$ cat src/rtl/matrix_dot_sequencer_pkg.sv
// Shared constants, FSM state encoding and address helper for the matrix dot sequencer.
// Ports: none (package).
// N x N unsigned operands of DW bits, accumulated to ACCW bits, row-major addressing on AW bits.
package matrix_pkg;

   localparam int N    = 4;
   localparam int DW   = 8;
   localparam int AW   = 6;
   localparam int ACCW = 32;

   typedef enum logic [1:0] {
      IDLE  = 2'd0,
      ISSUE = 2'd1,
      DRAIN = 2'd2,
      EMIT  = 2'd3
   } state_t;

   // Row-major element address.
   function automatic logic [AW-1:0] idx(input logic [AW-1:0] row, input logic [AW-1:0] col);
      return AW'(row * N + col);
   endfunction

endpackage

$ cat src/rtl/matrix_dot_sequencer_if.sv
// Bus between the dot sequencer and its operand RAMs / result writeback.
// Ports: start, A/B read address and data, result_D/res_addr/res_valid strobe, busy, done.
// master = the sequencer; slave = memories, controller and writeback around it.
interface matrix_dot_sequencer_if;
   import matrix_pkg::*;

   logic            start;
   logic [AW-1:0]   a_addr;
   logic [AW-1:0]   b_addr;
   logic [DW-1:0]   a_data;
   logic [DW-1:0]   b_data;
   logic [ACCW-1:0] result_D;
   logic [AW-1:0]   res_addr;
   logic            res_valid;
   logic            busy;
   logic            done;

   modport master (
      input  start, a_data, b_data,
      output a_addr, b_addr, result_D, res_addr, res_valid, busy, done
   );

   modport slave (
      output start, a_data, b_data,
      input  a_addr, b_addr, result_D, res_addr, res_valid, busy, done
   );

endinterface

$ cat src/rtl/matrix_dot_sequencer_mac_unit.sv
// Registered unsigned multiply-accumulate: acc <= a*b (load) or acc + a*b, when en is high.
// Ports: clk, reset (async active-low), en, load, a, b -> acc.
// Product is full 2*DW bits, zero-extended; the sum wraps modulo 2**ACCW.
module mac_unit
   import matrix_pkg::*;
(
   input  logic            clk,
   input  logic            reset,
   input  logic            en,
   input  logic            load,
   input  logic [DW-1:0]   a,
   input  logic [DW-1:0]   b,
   output logic [ACCW-1:0] acc
);

   logic [2*DW-1:0] prod;
   logic [ACCW-1:0] prod_ext;

   assign prod     = {{DW{1'b0}}, a} * {{DW{1'b0}}, b};
   assign prod_ext = {{(ACCW-2*DW){1'b0}}, prod};

   always_ff @(posedge clk or negedge reset) begin
      if (!reset) begin
         acc <= '0;
      end else if (en) begin
         acc <= load ? prod_ext : acc + prod_ext;
      end
   end

endmodule

$ cat src/rtl/matrix_dot_sequencer.sv
// Sequences C = A x B one dot product at a time: issues A/B reads, accumulates, emits C[i][j].
// Ports: clk, reset (async active-low), bus (master modport of matrix_dot_sequencer_if).
// Per element: N ISSUE cycles, 1 DRAIN, 1 EMIT (res_valid strobe); done pulses in the IDLE cycle after the last EMIT.
module matrix_dot_sequencer
   import matrix_pkg::*;
(
   input  logic                    clk,
   input  logic                    reset,
   matrix_dot_sequencer_if.master  bus
);

   state_t        state_q, state_d;
   logic [AW-1:0] i_q, j_q, k_q;
   logic [AW-1:0] i_d, j_d, k_d;

   logic last_i, last_j, last_k;
   logic issue, emit;

   logic [AW-1:0]   a_cur, b_cur;
   logic [AW-1:0]   a_hold, b_hold;
   logic [ACCW-1:0] res_hold;
   logic [AW-1:0]   res_addr_q;
   logic            res_valid_q;
   logic            done_q;

   // Read data lags the issued address by one cycle, so the MAC controls are the
   // ISSUE-cycle qualifiers delayed by one register stage.
   logic            rd_vld_q;
   logic            rd_first_q;
   logic [ACCW-1:0] acc;

   assign last_i = (i_q == AW'(N-1));
   assign last_j = (j_q == AW'(N-1));
   assign last_k = (k_q == AW'(N-1));
   assign issue  = (state_q == ISSUE);
   assign emit   = (state_q == EMIT);
   assign a_cur  = idx(i_q, k_q);
   assign b_cur  = idx(k_q, j_q);

   always_ff @(posedge clk or negedge reset) begin
      if (!reset) begin
         state_q <= IDLE;
         i_q     <= '0;
         j_q     <= '0;
         k_q     <= '0;
      end else begin
         state_q <= state_d;
         i_q     <= i_d;
         j_q     <= j_d;
         k_q     <= k_d;
      end
   end

   always_comb begin
      state_d = state_q;
      i_d     = i_q;
      j_d     = j_q;
      k_d     = k_q;
      case (state_q)
         IDLE: begin
            if (bus.start) begin
               state_d = ISSUE;
               i_d     = '0;
               j_d     = '0;
               k_d     = '0;
            end
         end
         ISSUE: begin
            if (last_k) begin
               state_d = DRAIN;
               k_d     = '0;
            end else begin
               k_d     = k_q + AW'(1);
            end
         end
         DRAIN: begin
            state_d = EMIT;
         end
         EMIT: begin
            k_d = '0;
            if (last_j) begin
               j_d = '0;
               if (last_i) begin
                  i_d     = '0;
                  state_d = IDLE;
               end else begin
                  i_d     = i_q + AW'(1);
                  state_d = ISSUE;
               end
            end else begin
               j_d     = j_q + AW'(1);
               state_d = ISSUE;
            end
         end
         default: begin
            state_d = IDLE;
         end
      endcase
   end

   always_ff @(posedge clk or negedge reset) begin
      if (!reset) begin
         a_hold      <= '0;
         b_hold      <= '0;
         res_hold    <= '0;
         res_addr_q  <= '0;
         res_valid_q <= 1'b0;
         done_q      <= 1'b0;
         rd_vld_q    <= 1'b0;
         rd_first_q  <= 1'b0;
      end else begin
         if (issue) begin
            a_hold <= a_cur;
            b_hold <= b_cur;
         end
         if (emit) begin
            res_hold <= acc;
         end
         // Element coordinates are stable from ISSUE through EMIT, so the
         // write address can be registered on the DRAIN -> EMIT transition.
         if (state_q == DRAIN) begin
            res_addr_q <= idx(i_q, j_q);
         end
         res_valid_q <= (state_q == DRAIN);
         done_q      <= emit && last_i && last_j;
         rd_vld_q    <= issue;
         rd_first_q  <= issue && (k_q == '0);
      end
   end

   mac_unit u_mac (
      .clk   (clk),
      .reset (reset),
      .en    (rd_vld_q),
      .load  (rd_first_q),
      .a     (bus.a_data),
      .b     (bus.b_data),
      .acc   (acc)
   );

   // Addresses are live during ISSUE and hold their last issued value otherwise.
   assign bus.a_addr    = issue ? a_cur : a_hold;
   assign bus.b_addr    = issue ? b_cur : b_hold;
   // The accumulator is final during EMIT; afterwards the captured copy is held.
   assign bus.result_D  = emit ? acc : res_hold;
   assign bus.res_addr  = res_addr_q;
   assign bus.res_valid = res_valid_q;
   assign bus.busy      = (state_q != IDLE);
   assign bus.done      = done_q;

endmodule
$ cat src/flat_wrapper.sv
// flat-port wrapper written by rule: the top's interface ports become plain ports
module matrix_dot_sequencer_flat import matrix_pkg::*;
  (clk, reset, bus_start, bus_a_data, bus_b_data, bus_a_addr, bus_b_addr, bus_result_D, bus_res_addr, bus_res_valid, bus_busy, bus_done);
  matrix_dot_sequencer_if bus_i ();
  input  logic clk;
  input  logic reset;
  input wire logic [$bits(bus_i.start)-1:0] bus_start;
  input wire logic [$bits(bus_i.a_data)-1:0] bus_a_data;
  input wire logic [$bits(bus_i.b_data)-1:0] bus_b_data;
  output wire logic [$bits(bus_i.a_addr)-1:0] bus_a_addr;
  output wire logic [$bits(bus_i.b_addr)-1:0] bus_b_addr;
  output wire logic [$bits(bus_i.result_D)-1:0] bus_result_D;
  output wire logic [$bits(bus_i.res_addr)-1:0] bus_res_addr;
  output wire logic [$bits(bus_i.res_valid)-1:0] bus_res_valid;
  output wire logic [$bits(bus_i.busy)-1:0] bus_busy;
  output wire logic [$bits(bus_i.done)-1:0] bus_done;
  assign bus_i.start = bus_start;
  assign bus_i.a_data = bus_a_data;
  assign bus_i.b_data = bus_b_data;
  assign bus_a_addr = bus_i.a_addr;
  assign bus_b_addr = bus_i.b_addr;
  assign bus_result_D = bus_i.result_D;
  assign bus_res_addr = bus_i.res_addr;
  assign bus_res_valid = bus_i.res_valid;
  assign bus_busy = bus_i.busy;
  assign bus_done = bus_i.done;
  matrix_dot_sequencer u_core (.clk(clk), .reset(reset), .bus(bus_i));
endmodule
$ cat config.mk
export PLATFORM = sky130hd
export DESIGN_NAME = matrix_dot_sequencer_flat
export DESIGN_NICKNAME = d
export VERILOG_FILES = /design/src/rtl/matrix_dot_sequencer_pkg.sv /design/src/rtl/matrix_dot_sequencer_if.sv /design/src/rtl/matrix_dot_sequencer_mac_unit.sv /design/src/rtl/matrix_dot_sequencer.sv /design/src/flat_wrapper.sv
export SDC_FILE = /design/constraint.sdc
export NUM_CORES = 1
export LEC_CHECK = 0
export CAP_MARGIN = 20
export CORE_UTILIZATION = 53
export CTS_BUF_LIST = sky130_fd_sc_hd__clkbuf_16
export DETAILED_ROUTE_END_ITERATION = 8
export GPL_ROUTABILITY_DRIVEN = 0
export GPL_TIMING_DRIVEN = 0
export PLACE_DENSITY = 0.83
export SYNTH_ARGS = -nofsm -noshare
export SYNTH_HDL_FRONTEND = slang
export SYNTH_HIERARCHICAL = 1
export SYNTH_SLANG_ARGS = --single-unit
$ cat constraint.sdc
create_clock -name clk -period 2.4 [get_ports clk]
set_input_delay 0.72 -clock clk [delete_from_list [all_inputs] [get_ports clk]]
set_output_delay 0.72 -clock clk [all_outputs]
set_load 0.1 [all_outputs]
# After elaboration in Yosys (flattened, before gate mapping)
# Index checks and enable logic that the tools add are counted.
[op_classes] eq_ne=9 mux=17 n_mul=1 reduce_logical=12 n_addsub=7
[op_table] op="2-to-1 mux 32 bit" n=2
[op_table] op="2-to-1 mux 6 bit" n=7
[op_table] op="adder 32 x 16 -> 32 bit" n=1
[op_table] op="case mux 6 bit (2 select lines)" n=2
[op_table] op="adder 6 x 1 -> 6 bit (second input constant)" n=3
[op_table] op="adder 6 bit" n=3
[op_table] op="equality test 6 x 2 -> 1 bit (second input constant)" n=3
[op_table] op="case mux 6 bit (3 select lines)" n=1
[op_table] op="multiplier 8 x 8 -> 16 bit" n=1
[op_table] op="case mux 2 bit (4 select lines)" n=1
[op_table] op="zero test 6 bit" n=1
[op_table] op="AND reduction 2 bit" n=3
[op_table] op="equality test 2 bit (second input constant)" n=2
[op_table] op="2-to-1 mux 2 bit" n=2
[op_table] op="!= test 2 x 1 -> 1 bit (second input constant)" n=2
[op_table] op="nonzero test 2 bit" n=2
[op_table] op="logical AND 1 bit" n=3
[op_table] op="AND reduction 3 bit" n=1
[op_table] op="nonzero test 3 bit" n=1
[op_table] op="equality test 2 x 1 -> 1 bit (second input constant)" n=1
[op_table] op="zero test 2 bit" n=1
[op_table] op="2-to-1 mux 1 bit" n=2
[op_table] op="!= test 2 bit (second input constant)" n=1
[totals] reg_bits=106 elab_cells=59 output_inout_bits=53 inputBits=19

# Depth between registers and ports, before layout
[logic_depth] depth_word=4 depth_mapped=23 mapped_depth_nobuf=22

# Cells and area by module
# The synthesis kept the hierarchy.
[modules_own_cells] module="mac_unit" cells_each=532 instances=1 area_each_um2=4573.1 seq_area_each_um2=800.8
[modules_own_cells] module="matrix_dot_sequencer" cells_each=284 instances=1 area_each_um2=3488.3 seq_area_each_um2=1851.8

# Worst setup path before layout
# OpenSTA, ideal clock, no wires.
[synth_path] path_kind="input-to-reg" startpoint="input port bus_a_data[1]" endpoint="register u_core.u_mac.acc[26]" path_stages=20 n_path_buf=0 setup_ns=0.078 required_time_ns=2.322 path_slack_ns=-3.797 t_arrival_ns=6.119 cell_sequence="and2_1 > fa_1 > fa_1 > fa_1 > inv_1 > fa_1 > inv_1 > ha_1 > or4_1 > o21ai_0 > a21oi_1 > a31o_2 > xor2_1 > ha_1 > and4_1 > nand3_1 > nor3_1 > o21ai_1 > or4_1 > a21oi_1"
[synth_via] elab_chain_cells=3
[synth_lines] item="start: declaration" line="flat_wrapper.sv:8" rtl="input wire logic [$bits(bus_i.a_data)-1:0] bus_a_data;"
[synth_lines] item="multiplier 8 x 8 -> 16 bit" line="matrix_dot_sequencer_mac_unit.sv:19" rtl="assign prod = {{DW{1'b0}}, a} * {{DW{1'b0}}, b};"
[synth_lines] item="adder 32 x 16 -> 32 bit" line="matrix_dot_sequencer_mac_unit.sv:26" rtl="acc <= load ? prod_ext : acc + prod_ext;"
[synth_lines] item="2-to-1 mux 32 bit" line="matrix_dot_sequencer_mac_unit.sv:26"
[synth_lines] item="end signal: assignment" line="matrix_dot_sequencer_mac_unit.sv:26"
[synth_lines] item="end: declaration" line="matrix_dot_sequencer_mac_unit.sv:13" rtl="output logic [ACCW-1:0] acc"
# Every way passes these cells.
# A chain may end at the register's enable or synchronous reset.

# Worst setup path in the final report
[layout_path] startpoint="input port bus_a_data[2]" endpoint="register u_core.u_mac.acc[24]"
# Same word-level chain as after synthesis.

==> run metrics <==
CTS max path bufs=2; Die W=approximately 130 um; Slew HR=-0.112; all-layer global routing usage=0.323; Worst-Skew Late Latency=around 350 ps; PD cells=1450 mW/mm2; global-route wire length before repair=between 30000 and 40000 um; CTS Hold Bufs=0; # Max-Cap Violations=1; Buf/Inv on CP=4; LEAKAGE=approximately 5.5 nW; CP most frequent cell=fa_1; Yosys cell types=between 60 and 70; Clock power frac=0.091; DIE AREA=around 0.016 mm2; Max Slew Vio Count=2; worst reg2reg path endpoint=u_core/state_q[0]; Final setup violation count=77; GRT overflow=0; TritonCTS clock tree=done; largest net degree at the start of global routing=around 60; warnings from Yosys=6; final net count=between 1000 and 1500; ys async rst share=1.00; I/O pins=72; wirelength, routed=approximately 33000 um; post-route ant nets=0; Slowest Stage Delay on Critical Path=around 520 ps; I/O Buffers=between 70 and 80; area of the core=0.0147 mm2; detailed-route via count=8566; cell area after placement=about 0.0096 mm2; Die H=about 130 um; post-synthesis cell count=between 800 and 900; Required @ worst endpoint=2660 ps; final setup margin=-3840 ps; Pwr Total=17.6 mW; share of cells above drive strength 1=0.423; Post-Syn Area=between 0.008 and 0.009 mm2; initial antenna violation count=0; Final Cell Area=0.0122 mm2; Critical Path Source Type=input pin; Final Util=0.827; RSZ-0062 raised after global routing=yes; TritonCTS buffer count=9; FF+latch count, synth=106; slowest stage cell on the critical path=fa_1; vias in the first global route=roughly 7600; TritonCTS sink count=roughly 110; total iterations of the first detailed-routing run=9; clock transition at the registers of the reported paths=about 70 ps; Synth area leaders=dfrtp_1 (33%), ha_1 (11%), fa_1 (9.9%); period utilization=2.60; Min Clock Period, post-route=6240 ps; worst setup path class=in2reg; VDD IR max=between 1 and 1.5 mV; Worst R2R Setup Slack=-1190 ps; internal power=8.91 mW; post-synthesis sequential area ratio=0.329; violated checks=design-rule violations, max-capacitance violations, max-slew violations, negative setup slack; Post-synth EDFFs=0; CP cell instances=buf_12 > and2_1 > fa_1 > fa_1 > fa_1 > inv_1 > fa_1 > inv_1 > ha_2 > or4_4 > o21ai_4 > a21oi_4 > xnor2_1 > ha_1 > a21o_1 > nand2_1 > o21ai_0 > a21oi_2 > buf_4 > a2111o_1 > o21ai_1; Slew @ Worst Pin=approximately 1600 ps; initial core utilization=0.548; sequential power share=0.134; Detail Route met2 WL=between 10000 and 15000 um; skew final=13.4 ps; H-tree level count=3; met3 wire length=between 3000 and 4000 um; Sw Pwr=8.70 mW; share of the synthesized area in the top cell type=0.329; hold slack=around 460 ps; # rows=between 40 and 50; hpwl dp=between 10000 and 15000 um; Logic pwr share=0.774; Fin. Hold Viols=0; Net Sw Frac=0.494; Worst Path Arrival=6510 ps; cell family contributing the most delay on the critical path=adder cells; WL/cell=about 28 um; setup TNS=-108640 ps; Fillers=around 600; Achievable Freq=around 0.16 GHz; Hold Crit Class=in2async; Root Buffer=clkbuf_16; Mapped Nets=around 950; FF-to-FF Start=u_core/i_q[0]; vias per cell=roughly 7.2; drt initial violations=between 1000 and 1500; status=finished with violations; Worst Reg-to-Reg Cells=6; syn avg cell area=9.88 um2; CP endpoint kind=flip-flop; most area-hungry cell type in the Yosys netlist=dfrtp_1; drt drc=5; Diodes inserted=0; worst-path maximum fanout=8; DRT met1 WL=roughly 12000 um; Primary FF master, synth=dfrtp_1; P&R area growth vs syn=50.7%; top sig layer=met4
## worst max path at each step
stage,slack [ps],end,from,depth (start not counted)
after floorplan,-3350,u_core/u_mac/acc[26],bus_a_data[3],20
after global placement,-4470,u_core/u_mac/acc[26],bus_a_data[2],21
after detailed placement,-4470,u_core/u_mac/acc[26],bus_a_data[2],21
after CTS,-3420,u_core/u_mac/acc[26],bus_b_data[2],21
after global routing,-3850,u_core/u_mac/acc[24],bus_a_data[2],21
final,-3840,u_core/u_mac/acc[24],bus_a_data[2],21
## logic make-up (layout without fill, tap and decap cells)
| kind of cell | Yosys count | count (layout) | synth area share |
|---|---|---|---|
| adders and majority gates | 112 | 112 | 0.211 |
| xor gates and xnor gates | 31 | 31 | 0.0337 |
| muxes | 54 | 54 | 0.0742 |
| AOI/OAI and AO/OA | 172 | 172 | 0.140 |
| DFF | 106 | 106 | 0.329 |
| and+or+nand+nor | 244 | 244 | 0.164 |
| buffers and inverters | 97 | 285 | 0.0476 |
## layer usage
layer | up-vias | GRT usage
li1 | 3262 | -
met1 | 4078 | 0.412
met2 | 889 | 0.522
met3 | 337 | 0.0663
met4 | 0 | 0.165
met5 | - | 0
## final cells by class
type / instances / area, um2 / share of cell area
clock buffer: 9 / 225 / 0.0185
sequential: 106 / 2660 / 0.219
clock inverter: 5 / 81.3 / 0.00669
buffer: 23 / 238 / 0.0196
tap: 184 / 230 / 0.0189
multi-input combinational: 613 / 6310 / 0.519
timing repair buffer: 177 / 2130 / 0.176
inverter: 71 / 272 / 0.0223
## stage by stage
step / std cells / setup slack (ps)
after floorplan: 816 / -3350
after CTS: 1146 / -3420
after detailed placement: 1072 / -4470
after global routing: 1188 / -3850
after global placement: 1071 / -4470
final: 1188 / -3840
## cells in the mapped netlist, types with 3 or more instances
library cell,n
mux2_2,46
and3_1,8
buf_2,4
clkbuf_1,15
a22oi_1,3
o211ai_1,9
a221o_1,4
or3_1,5
o31ai_1,5
xor2_1,10
nor2b_1,12
or4_1,8
buf_1,5
o21ai_0,33
nand2b_1,10
mux2i_1,8
fa_1,40
a31oi_1,9
a2111o_1,3
a21o_1,16
a311o_1,3
nor4_1,4
xnor2_1,21
a211oi_1,3
nand3_1,32
dfrtp_1,106
nor3_1,9
nand4_1,5
and4_1,5
o21a_1,5
inv_1,70
nor2_1,30
ha_1,72
o221ai_1,3
a21oi_1,53
nand2_1,49
and2_1,56
a31o_2,3
## placed cells by master (no fill, tap or decap), types with 30 or more instances in the layout
| cell | n |
|---|---|
| ha_1 | 43 |
| mux2_4 | 30 |
| and2_1 | 35 |
| buf_12 | 46 |
| dfrtp_1 | 100 |
| inv_1 | 55 |
| fa_1 | 33 |
| buf_6 | 46 |
| buf_4 | 70 |
| nand2_1 | 40 |
## registers in the layout (all words and copies together), names as in the netlist, 2 cells and up
register	count
u_core/j_q	6
u_core/state_q	2
u_core/u_mac/acc	32
u_core/b_hold	6
u_core/bus.res_addr	6
u_core/a_hold	6
u_core/i_q	6
u_core/res_hold	32
u_core/k_q	6
## power by group through the flow
stage	Sequential [mW]	Clock (mW)	Combinational (mW)
final	2.36	1.61	13.6
after global routing	2.38	1.69	13.9
after CTS	2.31	1.57	10.1
after detailed placement	2.32	0	7.89
after global placement	2.30	0	7.78
after floorplan	2.25	0	6.48
## repair_timing
item,CTS,global route
setup buffers,58,46
gates cloned,2,1
endpoints found under the setup margin,83,83
gates resized for setup,616,127
hold endpoints to repair,0,0
pin swaps,56,66
(Power assumes the default switching activity.)
